$ cat src/rtl/iter_divider_if.sv
// Handshake bundle for iter_divider.
//   master : the EX-stage issuer (drives operands, flush, out_ready)
//   slave  : the divider engine (drives in_ready, results, busy)
// Signals:
//   in_valid/in_ready    operand handshake
//   in_signed            1 = two's-complement operation
//   in_dividend          dividend (rj)
//   in_divisor           divisor (rk)
//   flush                cancel in-flight or unconsumed operation
//   out_valid/out_ready  result handshake
//   quotient/remainder   registered results
//   busy                 engine is iterating or fixing signs
interface iter_divider_if #(
    parameter int WIDTH = 32
);
    logic             in_valid;
    logic             in_ready;
    logic             in_signed;
    logic [WIDTH-1:0] in_dividend;
    logic [WIDTH-1:0] in_divisor;
    logic             flush;
    logic             out_valid;
    logic             out_ready;
    logic [WIDTH-1:0] quotient;
    logic [WIDTH-1:0] remainder;
    logic             busy;

    modport master (
        output in_valid, in_signed, in_dividend, in_divisor, flush, out_ready,
        input  in_ready, out_valid, quotient, remainder, busy
    );

    modport slave (
        input  in_valid, in_signed, in_dividend, in_divisor, flush, out_ready,
        output in_ready, out_valid, quotient, remainder, busy
    );
endinterface

$ cat src/rtl/iter_divider.sv
// Multi-cycle restoring integer divider, signed or unsigned per operation.
// Ports:
//   clk     rising-edge clock
//   resetn  asynchronous active-low reset
//   div     iter_divider_if.slave handshake bundle (operands, flush,
//           results, busy)
// Divide-by-zero returns quotient = all ones, remainder = dividend, in one
// cycle. A result is held under backpressure until out_ready.
//
// state | meaning
// IDLE  | waiting for an operation
// CALC  | one restoring step per cycle on operand magnitudes
// FIX   | apply result signs
// DONE  | result valid, waiting for out_ready
module iter_divider #(
    parameter int WIDTH = 32,
    parameter int CNT_W = $clog2(WIDTH + 1)
) (
    input logic          clk,
    input logic          resetn,
    iter_divider_if.slave div
);

    typedef enum logic [3:0] {
        IDLE = 4'b0001,
        CALC = 4'b0010,
        FIX  = 4'b0100,
        DONE = 4'b1000
    } state_t;

    state_t           state, state_n;

    // The partial remainder stays below the divisor magnitude, so WIDTH bits
    // hold it; only the shifted/trial values need the extra bit.
    logic [WIDTH-1:0] rem;
    logic [WIDTH-1:0] dvd;       // dividend magnitude, becomes the quotient
    logic [WIDTH-1:0] dsr;       // divisor magnitude
    logic [WIDTH-1:0] q_r;
    logic [WIDTH-1:0] r_r;
    logic [CNT_W-1:0] cnt;
    logic             neg_q;
    logic             neg_r;

    logic             accept;
    logic             dsr_zero;
    logic [WIDTH-1:0] abs_a;
    logic [WIDTH-1:0] abs_b;
    logic [WIDTH:0]   shifted;
    logic [WIDTH:0]   trial;

    assign div.in_ready  = (state == IDLE) | ((state == DONE) & div.out_ready);
    assign accept        = div.in_valid & div.in_ready & ~div.flush;
    assign dsr_zero      = (div.in_divisor == '0);

    assign div.out_valid = (state == DONE);
    assign div.busy      = (state == CALC) | (state == FIX);
    assign div.quotient  = q_r;
    assign div.remainder = r_r;

    // MIN negates to itself, which is exactly its unsigned magnitude.
    assign abs_a = (div.in_signed && div.in_dividend[WIDTH-1]) ? -div.in_dividend
                                                                : div.in_dividend;
    assign abs_b = (div.in_signed && div.in_divisor[WIDTH-1])  ? -div.in_divisor
                                                                : div.in_divisor;

    assign shifted = {rem, dvd[WIDTH-1]};
    assign trial   = shifted - {1'b0, dsr};

    always_comb begin
        state_n = state;
        if (div.flush) begin
            state_n = IDLE;
        end else begin
            case (state)
                IDLE: begin
                    if (accept) state_n = dsr_zero ? DONE : CALC;
                end
                CALC: begin
                    if (cnt == CNT_W'(1)) state_n = FIX;
                end
                FIX: begin
                    state_n = DONE;
                end
                DONE: begin
                    if (div.out_ready) begin
                        if (accept) state_n = dsr_zero ? DONE : CALC;
                        else        state_n = IDLE;
                    end
                end
                default: state_n = IDLE;
            endcase
        end
    end

    always_ff @(posedge clk or negedge resetn) begin
        if (!resetn) state <= IDLE;
        else         state <= state_n;
    end

    always_ff @(posedge clk or negedge resetn) begin
        if (!resetn) begin
            rem   <= '0;
            dvd   <= '0;
            dsr   <= '0;
            q_r   <= '0;
            r_r   <= '0;
            cnt   <= '0;
            neg_q <= 1'b0;
            neg_r <= 1'b0;
        end else if (accept) begin
            rem   <= '0;
            dvd   <= abs_a;
            dsr   <= abs_b;
            cnt   <= CNT_W'(WIDTH);
            neg_q <= div.in_signed & (div.in_dividend[WIDTH-1] ^ div.in_divisor[WIDTH-1]);
            neg_r <= div.in_signed & div.in_dividend[WIDTH-1];
            if (dsr_zero) begin
                q_r <= '1;
                r_r <= div.in_dividend;
            end
        end else if (!div.flush && state == CALC) begin
            if (!trial[WIDTH]) begin
                rem <= trial[WIDTH-1:0];
                dvd <= {dvd[WIDTH-2:0], 1'b1};
            end else begin
                rem <= shifted[WIDTH-1:0];
                dvd <= {dvd[WIDTH-2:0], 1'b0};
            end
            cnt <= cnt - CNT_W'(1);
        end else if (!div.flush && state == FIX) begin
            // MIN / -1 wraps back to MIN here without special handling.
            q_r <= neg_q ? -dvd : dvd;
            r_r <= neg_r ? -rem : rem;
        end
    end

endmodule
$ cat src/flat_wrapper.sv
// flat-port wrapper written by rule: the top's interface ports become plain ports
module iter_divider_flat 
#(
    parameter int WIDTH = 32,
    parameter int CNT_W = $clog2(WIDTH + 1)
)
  (clk, resetn, div_in_valid, div_in_signed, div_in_dividend, div_in_divisor, div_flush, div_out_ready, div_in_ready, div_out_valid, div_quotient, div_remainder, div_busy);
  iter_divider_if #(.WIDTH(WIDTH)) div_i ();
  input logic clk;
  input logic resetn;
  input wire logic [$bits(div_i.in_valid)-1:0] div_in_valid;
  input wire logic [$bits(div_i.in_signed)-1:0] div_in_signed;
  input wire logic [$bits(div_i.in_dividend)-1:0] div_in_dividend;
  input wire logic [$bits(div_i.in_divisor)-1:0] div_in_divisor;
  input wire logic [$bits(div_i.flush)-1:0] div_flush;
  input wire logic [$bits(div_i.out_ready)-1:0] div_out_ready;
  output wire logic [$bits(div_i.in_ready)-1:0] div_in_ready;
  output wire logic [$bits(div_i.out_valid)-1:0] div_out_valid;
  output wire logic [$bits(div_i.quotient)-1:0] div_quotient;
  output wire logic [$bits(div_i.remainder)-1:0] div_remainder;
  output wire logic [$bits(div_i.busy)-1:0] div_busy;
  assign div_i.in_valid = div_in_valid;
  assign div_i.in_signed = div_in_signed;
  assign div_i.in_dividend = div_in_dividend;
  assign div_i.in_divisor = div_in_divisor;
  assign div_i.flush = div_flush;
  assign div_i.out_ready = div_out_ready;
  assign div_in_ready = div_i.in_ready;
  assign div_out_valid = div_i.out_valid;
  assign div_quotient = div_i.quotient;
  assign div_remainder = div_i.remainder;
  assign div_busy = div_i.busy;
  iter_divider #(.WIDTH(WIDTH), .CNT_W(CNT_W)) u_core (.clk(clk), .resetn(resetn), .div(div_i));
endmodule
$ cat config.mk
export PLATFORM = sky130hd
export DESIGN_NAME = iter_divider_flat
export DESIGN_NICKNAME = d
export VERILOG_FILES = /design/src/rtl/iter_divider_if.sv /design/src/rtl/iter_divider.sv /design/src/flat_wrapper.sv
export SDC_FILE = /design/constraint.sdc
export NUM_CORES = 1
export LEC_CHECK = 0
export ABC_AREA = 1
export BUFFER_PORTS_ARGS = -buffer_cell sky130_fd_sc_hd__buf_2
export CORE_MARGIN = 2
export CORE_UTILIZATION = 45
export DETAILED_ROUTE_END_ITERATION = 8
export SYNTH_ARGS = -nofsm -noshare
export SYNTH_HDL_FRONTEND = slang
export SYNTH_SLANG_ARGS = --single-unit
export TNS_END_PERCENT = 1
$ cat constraint.sdc
create_clock -name clk -period 7.1 [get_ports clk]
set_input_delay 1.065 -clock clk [delete_from_list [all_inputs] [get_ports clk]]
set_output_delay 1.065 -clock clk [all_outputs]
set_load 0.03 [all_outputs]
==> summary.md, run 1 <==
The type of the worst setup path is reg2reg. The worst register-to-register path has a setup slack of 2.55 ns. In this run the most critical hold path is launched from u_core.div.quotient[7]$_DFFE_PN0P_. In the detailed route, the total length drawn on met3 is 2520 µm. The run gives 7.43 ns as the data required time of the worst path.

After synthesis, the cell types taking the most area are sky130_fd_sc_hd__dfrtp_1 (32%), sky130_fd_sc_hd__nand2_1 (19%), sky130_fd_sc_hd__inv_1 (8.2%), sky130_fd_sc_hd__nand3_1 (7.7%), sky130_fd_sc_hd__nor2_1 (5.9%). Sum of negative setup slack: 0 ns. The final count of pins violating max slew was 0. The count of instances resized after the clock tree is built is 0. The logs give 2.55 ns for the final worst slack and 0 for the number of buffers inserted for hold repair after clock tree synthesis. The clock arrives with 0.00918 ns of skew.

In this run, synthesis produced a sequential element count of 172. Counting I/O delays and the setup requirement, the final critical path takes 4.55 ns. The tools report the endpoint of the worst register-to-register path as u_core.div.remainder[22]$_DFFE_PN0P_.

The layout net count came out at 2298. Total global-route track usage: 29.2%. After detailed routing, the number of vias per cell comes to 5.33. The count of final hold-check violations came out at 0. Setup violations remaining at the end of the flow were counted as 0. After clock tree synthesis, the clock-pin slew on the worst setup and hold paths is 0.07 ns.

The tools report the initial antenna violation count as 0. At the end of routability-driven placement, the weighted congestion stood at 0.949. The tools report the cell row count as 63. The tools report the maximum level of the CTS H-tree as 4. The run finished with clean final reports. 0 antenna diodes ended up in the layout. The power density relative to cell area was 333 nW/µm²; the max-capacitance violation count was 0.

The worst setup path is launched from a flip-flop. The final routed wire length divided by cell count works out to 17.3 µm. Relative to the synthesized area, the layout overhead comes to 11.2%. The tools report the worst reg2reg path startpoint as u_core.state[3]$_DFFE_PN0P_. The insertion delay of the later-clocked pin in the worst-skew pair is 0.45 ns, and the width of the die is 176 µm. Count of flip-flops with a built-in enable after synthesis: 0. Dividing the final minimum period by the clock period gives 64.1%. The routed layout has 13800 vias.

The logs give 4.88 ns for the endpoint arrival time on the critical path and 0 for the antenna violation net count after detailed routing. The number of cells on the worst reg-to-reg path was 12; the number of DRC violations after detailed routing was 0. Leaving out filler cells and counting taps, the final layout contains 2592. The HPWL after detailed placement is 34600 µm.

In this run the biggest area consumer among cell types represents 32.1% of the synthesized area. The global route total overflow came out at 0. The first global-routing pass estimated 69900 µm of wire. The type of element capturing the critical path was a flip-flop.

The critical-path maximum fanout is 55. Routed signal wires occupy layers up through met4. The largest net degree at the start of global routing came out at 76.

The clock passes through at most 2 buffers. When the netlist entered floorplanning its net count stood at 2200. The tools report the terminating pin of the worst hold path as u_core.div.quotient[7]$_DFFE_PN0P_.

The worst pin sits at a relative slew slack of 26.9%. The die footprint came out at 31000 µm². TritonCTS built the clock tree. The detailed router put a total of 19700 µm of wire on met1. For this run, the register share of the synthesized area comes to 32.3%. After synthesis the cells add up to 13300 µm². The total leakage power was 0.00820 µW.

The worst hold path passes through 2 cells. In the post-synthesis netlist, the cell with the most instances is sky130_fd_sc_hd__nand2_1. IR analysis of the VDD net gives a maximum drop of 176 µV. The biggest area contributor in the post-synthesis netlist is sky130_fd_sc_hd__dfrtp_1. For this run, the number of Yosys warnings is 0. Once the floorplan was initialized, standard cells occupied 45.4% of the core.

The run gives 1187 as the iteration-0 DRC count of the detailed router. Root buffer selected by CTS: sky130_fd_sc_hd__clkbuf_16. For this run, the leading register cell type out of synthesis is sky130_fd_sc_hd__dfrtp_1.

The run gives 137 as the top-level I/O count. The via count of the first global-routing pass was 12900. The slew at the pin with the worst max-slew slack is 1.09 ns. The class of the worst hold path is reg2reg.

The core region is 29400 µm². Setup repair after global routing left no endpoint under its margin. After synthesis, the most frequently instantiated cells are sky130_fd_sc_hd__nand2_1 (688), sky130_fd_sc_hd__inv_1 (292), sky130_fd_sc_hd__nor2_1 (208). The fmax came out at 220 MHz. The design draws 4930 µW. In the synthesized netlist the async set-or-reset flop fraction comes to 100%. The number of distinct library cells after synthesis was 48. The count of buffers added on input and output ports is 136. The fraction of layout instances using a drive strength above 1 came out at 9.22%.

The filler cell count came out at 3151. Synthesis handed over a netlist of 2091 instances. The clock net in this run drives a total of 172 sinks. The number of buffers added by the clock tree synthesis step came out at 17.

The first-pass iteration count of the detailed router is 7. Timing analysis after detailed placement gives a worst setup slack of 2.10 ns. After detailed placement, the design holds a cell count of 2560. Each instance of the synthesized netlist takes up on average 6.38 µm².

The total setup buffers inserted after CTS is 0. Measured along the y axis, the die boundary spans 176 µm. The logs give 20800 µm for the total met2 wirelength after detailed routing and 44800 µm for the overall routed net length.
==> cell type report <==
| cell class | instances | area, µm² | share of cell area (%) |
|---|---|---|---|
| clock buffer | 20 | 447 | 3.01 |
| timing repair buffer | 145 | 754 | 5.09 |
| inverter | 299 | 1130 | 7.60 |
| clock inverter | 12 | 135 | 0.912 |
| sequential | 172 | 4310 | 29.0 |
| multi-input combinational | 1554 | 7570 | 51.1 |
| tap | 390 | 488 | 3.29 |
==> registers in the layout, indices dropped and copies added, names as in the netlist <==
signal	count
u_core.cnt	6
u_core.div.quotient	32
u_core.div.remainder	32
u_core.dsr	32
u_core.dvd	32
u_core.neg_q	1
u_core.neg_r	1
u_core.rem	32
u_core.state	4
==> cell families (layout without fill, tap and decap cells) <==
kind of cell,after synthesis,after routing,share of synthesized area [%]
compound gates,255,255,11.3
xor+xnor,80,80,5.25
fa+ha+maj,39,39,3.72
buf+inv,365,476,11.0
flops,172,172,32.3
simple gates,1180,1180,36.5
==> metrics by stage <==
| stage | util (%) | hold slack, ns | area [µm²] |
|---|---|---|---|
| 2_1_floorplan | - | 0.449 | 13300 |
| 3_3_place_gp | 48.4 | 0.458 | 14200 |
| 3_5_place_dp | 48.4 | 0.461 | 14200 |
| 4_1_cts | 50.4 | 0.479 | 14800 |
| 5_1_grt | 50.4 | 0.498 | 14800 |
| 6_report | 50.4 | 0.473 | 14800 |
==> worst max-delay path, cell delays in order (launching register included) <==
cell	delay, ns
sky130_fd_sc_hd__dfrtp_1	0.40
sky130_fd_sc_hd__nor2_1	0.14
sky130_fd_sc_hd__nand2_1	0.06
sky130_fd_sc_hd__nor2_1	0.14
sky130_fd_sc_hd__inv_2	0.07
sky130_fd_sc_hd__nor2_4	0.73
sky130_fd_sc_hd__inv_2	0.44
sky130_fd_sc_hd__nand2_1	0.90
sky130_fd_sc_hd__nand2_1	0.22
sky130_fd_sc_hd__nand2_4	0.55
sky130_fd_sc_hd__inv_4	0.40
sky130_fd_sc_hd__nand3_1	0.22
sky130_fd_sc_hd__nand2_1	0.08
==> layer usage <==
layer | up-vias | global-route usage, %
li1 | 6855 | -
met1 | 6430 | 38.8
met2 | 445 | 47.7
met3 | 79 | 3.81
met4 | 0 | 12.5
met5 | - | 0
==> power by group <==
group	switching, µW	internal, µW	total, µW
registers	287	1300	1580
clock network	430	531	960
logic	1670	717	2390
==> layout by cell type, fill, tap and decap left out, drive strengths merged, types with 17 or more instances in the layout <==
cell type	netlist	routed
nand2	690	690
nor3	32	32
nand3	207	207
o221ai	17	17
buf	40	145
ha	38	38
o211ai	26	26
nor2	215	215
xnor2	19	19
dfrtp	171	171
xor2	61	61
a21oi	62	62
inv	296	298
o21ai	115	115
clkbuf	26	20
nand4	22	22
==> how the worst max path moves through the flow <==
stage,start,endpoint,slack (ns),cells after the start
2_1_floorplan,div_in_divisor[0],u_core.dsr[18]$_DFFE_PN0P_,4.52,10
4_1_cts,u_core.state[3]$_DFFE_PN0P_,u_core.div.quotient[17]$_DFFE_PN0P_,2.52,12
3_5_place_dp,div_flush,u_core.div.quotient[19]$_DFFE_PN0P_,2.10,9
3_3_place_gp,div_flush,u_core.div.quotient[17]$_DFFE_PN0P_,2.17,9
6_report,u_core.state[3]$_DFFE_PN0P_,u_core.div.remainder[22]$_DFFE_PN0P_,2.55,12
5_1_grt,u_core.state[3]$_DFFE_PN0P_,u_core.div.quotient[19]$_DFFE_PN0P_,2.02,12
Note: power is estimated with default switching activity, not from simulation.
==> inputs of run 2 (changes only) <==
--- a/config.mk
+++ b/config.mk
@@ -10,6 +10,7 @@
 export CORE_MARGIN = 2
 export CORE_UTILIZATION = 45
 export DETAILED_ROUTE_END_ITERATION = 8
+export PLACE_DENSITY = 0.66
 export SYNTH_ARGS = -nofsm -noshare
 export SYNTH_HDL_FRONTEND = slang
 export SYNTH_SLANG_ARGS = --single-unit
==> constraint.sdc (replaced) <==
create_clock -name clk -period 3.8 [get_ports clk]
set_input_delay 0.57 -clock clk [delete_from_list [all_inputs] [get_ports clk]]
set_output_delay 0.57 -clock clk [all_outputs]
set_load 0.03 [all_outputs]
==> run 2 against run 1 <==
Against the previous run:
- register-to-register slack worse by 1.9 ns
- die area unchanged
- combinational power grew 92%
- flip-flop and latch count unchanged
- non-clock buffer count increased by 11
- critical path depth increased by 6
- sequential share of layout area shrank 0.25 points
- clock skew increased by 0.0032 ns
- final area is 0.88% higher
- clock power grew 93%
- critical path type unchanged
- global-route usage is 0.83 points higher
- highest routed layer unchanged
- cell count is 0.46% higher
==> summary.md, run 2 (synthesis gave the netlist of run 1 again) <==
The logs give 0 for the number of DRC violations after detailed routing and 0.64 ns for the slack of the worst reg-to-reg path. The first global-routing pass estimated 71700 µm of wire. The tools report the total global-route track usage as 30.0%. Dividing the detail-routed via count by the number of cells gives 5.32. The number of cells on the worst reg-to-reg path is 18. The clock passes through at most 2 buffers.

The later pin in the worst-skew pair is clocked with a latency of 0.46 ns. The layout net count is 2309, and the worst-case clock skew is 0.0124 ns. In this run, post-CTS hold repair placed 0 buffers.

In this run the vertical extent of the chip is 176 µm. The critical-path maximum fanout was 18. Summed over all failing endpoints, the final setup total negative slack is 0 ns. Summed area of non-filler cells in the final layout: 15000 µm².

VDD sags by at most 320 µV. The worst setup path is of the reg2reg kind. The slew at the pin with the worst max-slew slack is 0.828 ns, and the final estimated routing congestion in global placement is 0.978. The flow ran to the end, and the final reports show no timing, DRC or antenna violations. The final count of pins violating max slew came out at 0. The fraction of layout instances using a drive strength above 1 came out at 9.76%. The total leakage power was 0.00827 µW. The worst register-to-register path begins at u_core.dvd[31]$_DFFE_PN0P_. The final number of setup-violating endpoints came out at 0. The share of the cycle needed by the critical path after routing came out at 83.2%. The detail route stage leaves a number of antenna-violating nets equal to 0. Input and output buffers added on the ports amount to 136.

Maximum level of the CTS H-tree: 4. The most critical setup path has its startpoint at u_core.dvd[31]$_DFFE_PN0P_. The first detailed-routing pass took 5 iterations.

The top cell types in the final layout, fill and taps aside, are sky130_fd_sc_hd__nand2_1 (688), sky130_fd_sc_hd__inv_1 (292), sky130_fd_sc_hd__nor2_1 (208). The initial utilization of the core area, before any placement, comes to 45.4%. The die is 176 µm wide. The power density relative to cell area is 624 nW/µm². The clock drives 172 sinks. The number of buffers added by the clock tree synthesis step is 17, and the final total power is 9330 µW. In this run, the number of DRC markers left after iteration 0 of detailed routing was 1305. The number of setup buffers added after CTS is 0. The cell row count is 63, and the final routed wire length divided by cell count is 17.7 µm. Global routing finished with a remaining overflow of 0. For the endpoint arrival time on the critical path, the log shows 3.50 ns.

The initial antenna violation count came out at 1. Summed over all layers, the routed wires come to 46000 µm. The critical path ends at u_core.rem[17]$_DFFE_PN0P_. The via count of the first global-routing pass is 13100, and the final critical path time including I/O delays and setup is 3.16 ns. In this run the count of I/O pins placed on the die edge is 137. In this run the critical register-to-register path is captured at u_core.rem[17]$_DFFE_PN0P_. The largest net degree at the start of global routing was 82; the max-capacitance violation count was 0.

Data required time of the worst path: 4.14 ns. The root buffer cell chosen for the clock tree is sky130_fd_sc_hd__clkbuf_16. Post-CTS repair changed the size of 0 cells. The count of final hold-check violations was 0; the die footprint was 31000 µm².

The core region is 29400 µm². The worst setup path is captured at a flip-flop. For the headroom to the max-slew limit, the log shows 44.8%. The min-delay analysis places its worst path in the category in2async. Setup repair after global routing left no endpoint under its margin.

The run gives 13900 as the via count of the routed design. The library cell used most frequently in the layout, excluding fill and tap cells, is sky130_fd_sc_hd__nand2_1. Detailed placement ended at an HPWL of 36000 µm. Timing would allow up to 316 MHz.

The area growth from synthesis to layout is 12.1%. TritonCTS built the clock tree. The clock transition at the register clock pins on the worst setup and hold paths after CTS was 0.08 ns. Final hold analysis gives a worst-case slack of 0.170 ns. The standard cell area after detailed placement came out at 14300 µm². The worst setup path is launched from a flip-flop.
run 2: cell types whose count changed in the layout (fill, tap and decap cells not counted), moves of 2 or more:
cell                       delta
sky130_fd_sc_hd__buf_4       +10
sky130_fd_sc_hd__inv_8        +4
sky130_fd_sc_hd__clkinv_2     -3
sky130_fd_sc_hd__clkinv_8     +3
sky130_fd_sc_hd__clkbuf_1     -2
run 2: final cells by class:
| type | instances | area, µm² |
|---|---|---|
| Antenna cell | 1 | 2.50 |
| Clock buffer | 18 | 439 |
| Clock inverter | 14 | 175 |
| Fill cell | 3075 | 14400 |
| Inverter | 299 | 1130 |
| Multi-Input combinational cell | 1554 | 7570 |
| Sequential cell | 172 | 4310 |
| Tap cell | 390 | 488 |
| Timing Repair Buffer | 156 | 850 |
run 2: routing by layer:
metal,vias up,global-route usage [%],wire [µm]
met3,89,4.03,2910
li1,6877,-,-
met1,6390,40.4,20500
met5,-,0,0
met4,0,13.2,1920
met2,507,48.1,20700
run 2: stage by stage:
| stage | util [%] | cells | setup slack, ns |
|---|---|---|---|
| after floorplan | - | 2091 | 1.52 |
| after global placement | 48.8 | 2571 | 0.762 |
| after detailed placement | 48.8 | 2571 | 0.686 |
| after CTS | 50.8 | 2603 | 0.671 |
| after global routing | 50.9 | 2604 | 0.370 |
| final | 50.9 | 2604 | 0.637 |
run 2: power by group:
part           switching, µW  total (µW)  internal, µW
Sequential               454        2870          2420
Clock                    891        1850           963
Combinational           3230        4600          1370
run 2: worst max-delay path, stage by stage (launching register included):
cell,delay [ns]
sky130_fd_sc_hd__dfrtp_1,0.37
sky130_fd_sc_hd__inv_1,0.08
sky130_fd_sc_hd__ha_1,0.21
sky130_fd_sc_hd__fa_1,0.40
sky130_fd_sc_hd__inv_1,0.07
sky130_fd_sc_hd__nand2_1,0.04
sky130_fd_sc_hd__nand2_1,0.10
sky130_fd_sc_hd__nand3_1,0.12
sky130_fd_sc_hd__nand2_1,0.15
sky130_fd_sc_hd__nand2_1,0.06
sky130_fd_sc_hd__nand2_1,0.12
sky130_fd_sc_hd__nand2_1,0.11
sky130_fd_sc_hd__nand2_1,0.09
sky130_fd_sc_hd__nand2_1,0.05
sky130_fd_sc_hd__nand2_1,0.48
sky130_fd_sc_hd__buf_4,0.33
sky130_fd_sc_hd__nand3_1,0.12
sky130_fd_sc_hd__nand3_1,0.08
sky130_fd_sc_hd__nand2_1,0.05
run 2: worst min-delay path by stage:
stage	to	slack (ns)	cells after the start
2_1_floorplan	u_core.cnt[0]$_DFFE_PN0P_	0.27	0
3_3_place_gp	u_core.div.remainder[0]$_DFFE_PN0P_	0.46	2
3_5_place_dp	u_core.div.remainder[4]$_DFFE_PN0P_	0.46	2
4_1_cts	u_core.div.remainder[15]$_DFFE_PN0P_	0.20	1
5_1_grt	u_core.div.remainder[17]$_DFFE_PN0P_	0.22	1
6_report	u_core.div.remainder[16]$_DFFE_PN0P_	0.17	1
==> inputs of run 3 (changes only) <==
--- a/config.mk
+++ b/config.mk
@@ -5,12 +5,12 @@
 export SDC_FILE = /design/constraint.sdc
 export NUM_CORES = 1
 export LEC_CHECK = 0
-export ABC_AREA = 1
+export ABC_AREA = 0
 export BUFFER_PORTS_ARGS = -buffer_cell sky130_fd_sc_hd__buf_2
 export CORE_MARGIN = 2
 export CORE_UTILIZATION = 45
 export DETAILED_ROUTE_END_ITERATION = 8
-export PLACE_DENSITY = 0.66
+export PLACE_DENSITY = 0.67
 export SYNTH_ARGS = -nofsm -noshare
 export SYNTH_HDL_FRONTEND = slang
 export SYNTH_SLANG_ARGS = --single-unit
==> constraint.sdc (replaced) <==
create_clock -name clk -period 2.9 [get_ports clk]
set_input_delay 0.435 -clock clk [delete_from_list [all_inputs] [get_ports clk]]
set_output_delay 0.435 -clock clk [all_outputs]
set_load 0.03 [all_outputs]
==> run 3 against run 2 <==
Against the previous run:
- the flow now finishes with violations (hold timing, setup timing)
- global-route usage fell by 6.9 points
- critical endpoint is now u_core.rem[31]$_DFFE_PN0P_
- setup slack worse by 0.64 ns
- critical path depth decreased by 7
- flip-flop and latch count did not move
- die area decreased by 14%
- clock power increased by 26%
- register-to-register slack lost 0.64 ns
- synthesized cell count shrank 34%
- via count fell by 24%
- largest power group is now sequential cells
==> summary.md, run 3 <==
The register area share after synthesis was 37.6%. The sum of negative setup slack came out at -0.00652 ns. The final worst slack was -0.00652 ns; the y dimension of the die was 163 µm. The detail route stage leaves a number of antenna-violating nets equal to 0.

STA classifies the critical path startpoint as a flip-flop. Entering global routing, the biggest net connects 85 pins. The number of buffers inserted by port buffering works out to 136. The via count of the first global-routing pass was 9919; the share of the cycle needed by the critical path after routing was 100%. The fraction of layout instances using a drive strength above 1 is 22.7%, and the iteration-0 DRC count of the detailed router is 813.

For this run, the total global-route usage over all layers was measured as 23.1%. The run gives 0.0145 ns as the worst-case clock skew. In this run the biggest area consumer among cell types represents 37.4% of the synthesized area. For the met1 routing resource usage after global routing, the log shows 32.9%. The type of the worst setup path is reg2reg. The final routed wire length divided by cell count is 15.9 µm, and the number of cells on the worst reg-to-reg path is 11. The run gives 10600 as the via count of the routed design. For this configuration, the core starts out at a cell density of 45.6%.

The mean instance size in the synthesized netlist came out at 8.35 µm². In the layout the commonest cells are sky130_fd_sc_hd__nand2_1 (169), sky130_fd_sc_hd__dfrtp_1 (169), sky130_fd_sc_hd__buf_2 (135). The origin of the worst setup path was u_core.rem[8]$_DFFE_PN0P_.

At the worst endpoint, the arrival time is 3.25 ns. After legalization and detailed placement, the total HPWL measured 22800 µm. The initial antenna violation count is 2, and the total of warnings raised by yosys is 0. The critical-path maximum fanout was 6. The mapped netlist covers 11400 µm².

From synthesis to final layout, the design area changed by 24.8%. CTS saw 172 sinks. In this run the worst setup path terminates at u_core.rem[31]$_DFFE_PN0P_.

Count of final hold-check violations: 2. The run gives 25100 µm² as the placeable core region. The first-pass iteration count of the detailed router is 7, and the data required time of the worst path is 3.25 ns. The logs give 1479 for the total nets after synthesis and 0 for the final count of pins violating max slew. The maximum clock insertion buffer count came out at 2. In the routed design, unresolved DRC markers number 0. The final estimated routing congestion in global placement was 0.921. The insertion delay of the later-clocked pin in the worst-skew pair is 0.44 ns. The final number of setup-violating endpoints is 1. The post-route worst hold slack was -0.00439 ns.

TritonCTS built the clock tree. The final critical path time including I/O delays and setup was 2.91 ns. The endpoint identified for the worst register-to-register timing path is u_core.rem[31]$_DFFE_PN0P_. Headroom to the max-slew limit came out at 19.9%.

137 I/O pins were placed. The initialized floorplan defines 58 standard-cell rows. The routing layer with the top usage in global route is met2.

The tools report the final total power as 7060 µW. In this run the power density over the cells is 494 nW/µm². The run gives 1370 as the number of instances in the synthesized netlist. The startpoint identified for the worst register-to-register timing path is u_core.rem[8]$_DFFE_PN0P_. In this run, synthesis produced a sequential element count of 172. The number of cells in the finished layout apart from fillers was 1925. In this run the register-to-register setup slack is -0.007 ns. In the global route stage, met3 resource usage came out at 2.97%. For the filler cell count, the log shows 2293. The total net switching power was 2380 µW; the global route total overflow was 0. The highest ir drop seen on vdd came out at 384 µV. Yosys mapped the design onto 64 distinct sky130hd cell types. The run finished, with violations left. Using the TritonRoute via totals, the vias-per-cell ratio works out to 5.51. Across the run, the number of max-cap violations was 0. The fraction of registers with async set or reset after synthesis is 100%. The floorplan step set the die width to 163 µm.

The tools report the die footprint as 26700 µm². Met2 track demand over resource: 37.0%. The portion of total power attributed to combinational logic was 26.1%; the total internal power was 4690 µW. The clock network is responsible for 33.0% of the overall power. Static timing analysis puts the maximum clock frequency at 344 MHz.

The tools report the number of buffers added by the clock tree synthesis step as 17. The most frequently used flop master after synthesis is sky130_fd_sc_hd__dfrtp_1. Including well taps, the total number of placed cells is 1886. The final reports fail on hold timing, setup timing. Net switching is 33.7% of the power. At the placement stage, the worst setup path has a slack of -0.467 ns. Setup repair after global routing could not meet its margin everywhere. The synthesized design spends more area on one cell type than any other, namely sky130_fd_sc_hd__dfrtp_1.

Ranked by total cell area, the synthesized netlist is headed by sky130_fd_sc_hd__dfrtp_1 (37%), sky130_fd_sc_hd__o21ai_0 (7.2%), sky130_fd_sc_hd__xor2_1 (6.3%), sky130_fd_sc_hd__nand2_1 (5.6%), sky130_fd_sc_hd__xnor2_1 (5.0%). The layout net count was 1689; the clock transition at the register clock pins on the worst setup and hold paths after CTS was 0.07 ns. For the pin with the worst max-slew slack, the measured transition is 1.20 ns.

The path class of the tightest hold or removal check is in2async. In this run the number of H-tree levels came out at 4. The root buffer selected by CTS was sky130_fd_sc_hd__clkbuf_16. The synthesized design contains 0 enable-type register cells. The type of element capturing the critical path was a flip-flop. The first global-routing pass estimated 49800 µm of wire. After synthesis, the most frequently instantiated cells are sky130_fd_sc_hd__dfrtp_1 (171), sky130_fd_sc_hd__nand2_1 (171), sky130_fd_sc_hd__o21ai_0 (165). The final layout contains routed wiring with a total length of 30600 µm. For this design the static power due to leakage is 0.00664 µW. Portion of total power attributed to sequential cells: 40.9%.
==> run 3: changes by cell type in the layout (fill, tap and decap cells not counted), moves of 16 or more <==
cell                      before  now
sky130_fd_sc_hd__nand2_1     688  169
sky130_fd_sc_hd__inv_1       292   58
sky130_fd_sc_hd__nand3_1     206   41
sky130_fd_sc_hd__nor2_1      208  104
sky130_fd_sc_hd__buf_4        19  117
sky130_fd_sc_hd__xnor2_1      19   64
sky130_fd_sc_hd__o21ai_0      97  133
sky130_fd_sc_hd__o22a_1        0   31
sky130_fd_sc_hd__a21oi_1      62   87
sky130_fd_sc_hd__xor2_1       61   81
sky130_fd_sc_hd__mux2i_1       0   19
sky130_fd_sc_hd__nand4_1      22    4
sky130_fd_sc_hd__a31oi_1       4   20
==> run 3: repair_timing <==
action,CTS,global route
hold buffers,0,0
cloned,0,1
buffers inserted,1,3
endpoints found under the setup margin,43,49
gates resized for setup,20,76
pin swaps,4,26
==> run 3: logic make-up after synthesis <==
family,synth area share [%]
AND/OR/NAND/NOR,17.5
buffers and inverters,4.44
XOR/XNOR,11.2
adder cells (fa/ha/maj),4.33
multiplexers,1.86
AO/OA/AOI/OAI,23.0
flip-flops,37.6
==> run 3: through the flow <==
stage / area, µm² / utilization [%]
CTS: 14000 / 55.7
global placement: 13300 / 52.9
global route: 14300 / 56.9
floorplan: 11400 / -
finish: 14300 / 56.9
detailed placement: 13300 / 52.9
==> run 3: worst min path at each step <==
stage / to / slack (ns) / start / cells after the start
floorplan: u_core.cnt[0]$_DFFE_PN0P_ / 0.14 / resetn / 0
global placement: u_core.dsr[29]$_DFFE_PN0P_ / 0.46 / u_core.dsr[29]$_DFFE_PN0P_ / 2
detailed placement: u_core.div.quotient[30]$_DFFE_PN0P_ / 0.47 / resetn / 1
CTS: u_core.div.quotient[30]$_DFFE_PN0P_ / 0.009 / resetn / 1
global route: u_core.div.quotient[30]$_DFFE_PN0P_ / 0.04 / resetn / 1
finish: u_core.div.quotient[30]$_DFFE_PN0P_ / -0.004 / resetn / 1
==> run 3: routing by layer <==
layer	share of wire [%]	vias up
li1	-	5316
met1	48	4990
met2	46	266
met3	4.5	31
met4	1.2	0
met5	0	-
==> run 3: cell type report <==
type / instances / area, µm² / area share [%]
multi-input combinational: 1065 / 6990 / 48.9
clock inverter: 14 / 150 / 1.05
antenna: 2 / 5.00 / 0.0350
timing repair buffer: 264 / 1760 / 12.3
inverter: 60 / 225 / 1.58
sequential: 172 / 4310 / 30.2
tap: 330 / 413 / 2.89
clock buffer: 18 / 439 / 3.07
==> run 3: critical path, cell delays in order, from the launching register on <==
cell and delay (ns):
sky130_fd_sc_hd__dfrtp_1 0.48, sky130_fd_sc_hd__ha_2 0.42, sky130_fd_sc_hd__a21oi_1 0.10, sky130_fd_sc_hd__o21a_1 0.23
sky130_fd_sc_hd__or3_1 0.39, sky130_fd_sc_hd__a21oi_4 0.21, sky130_fd_sc_hd__nor4_4 0.08, sky130_fd_sc_hd__xnor2_4 0.29
sky130_fd_sc_hd__buf_6 0.16, sky130_fd_sc_hd__nand3_1 0.08, sky130_fd_sc_hd__mux2_4 0.29, sky130_fd_sc_hd__o211ai_1 0.09
==> run 3: power by group through the flow <==
| stage | clock (µW) | combinational [µW] | sequential (µW) |
|---|---|---|---|
| after floorplan | 0 | 1220 | 2830 |
| after global placement | 0 | 1730 | 2910 |
| after detailed placement | 0 | 1750 | 2920 |
| after CTS | 2360 | 1780 | 2880 |
| after global routing | 2470 | 2070 | 2930 |
| final | 2330 | 1840 | 2890 |
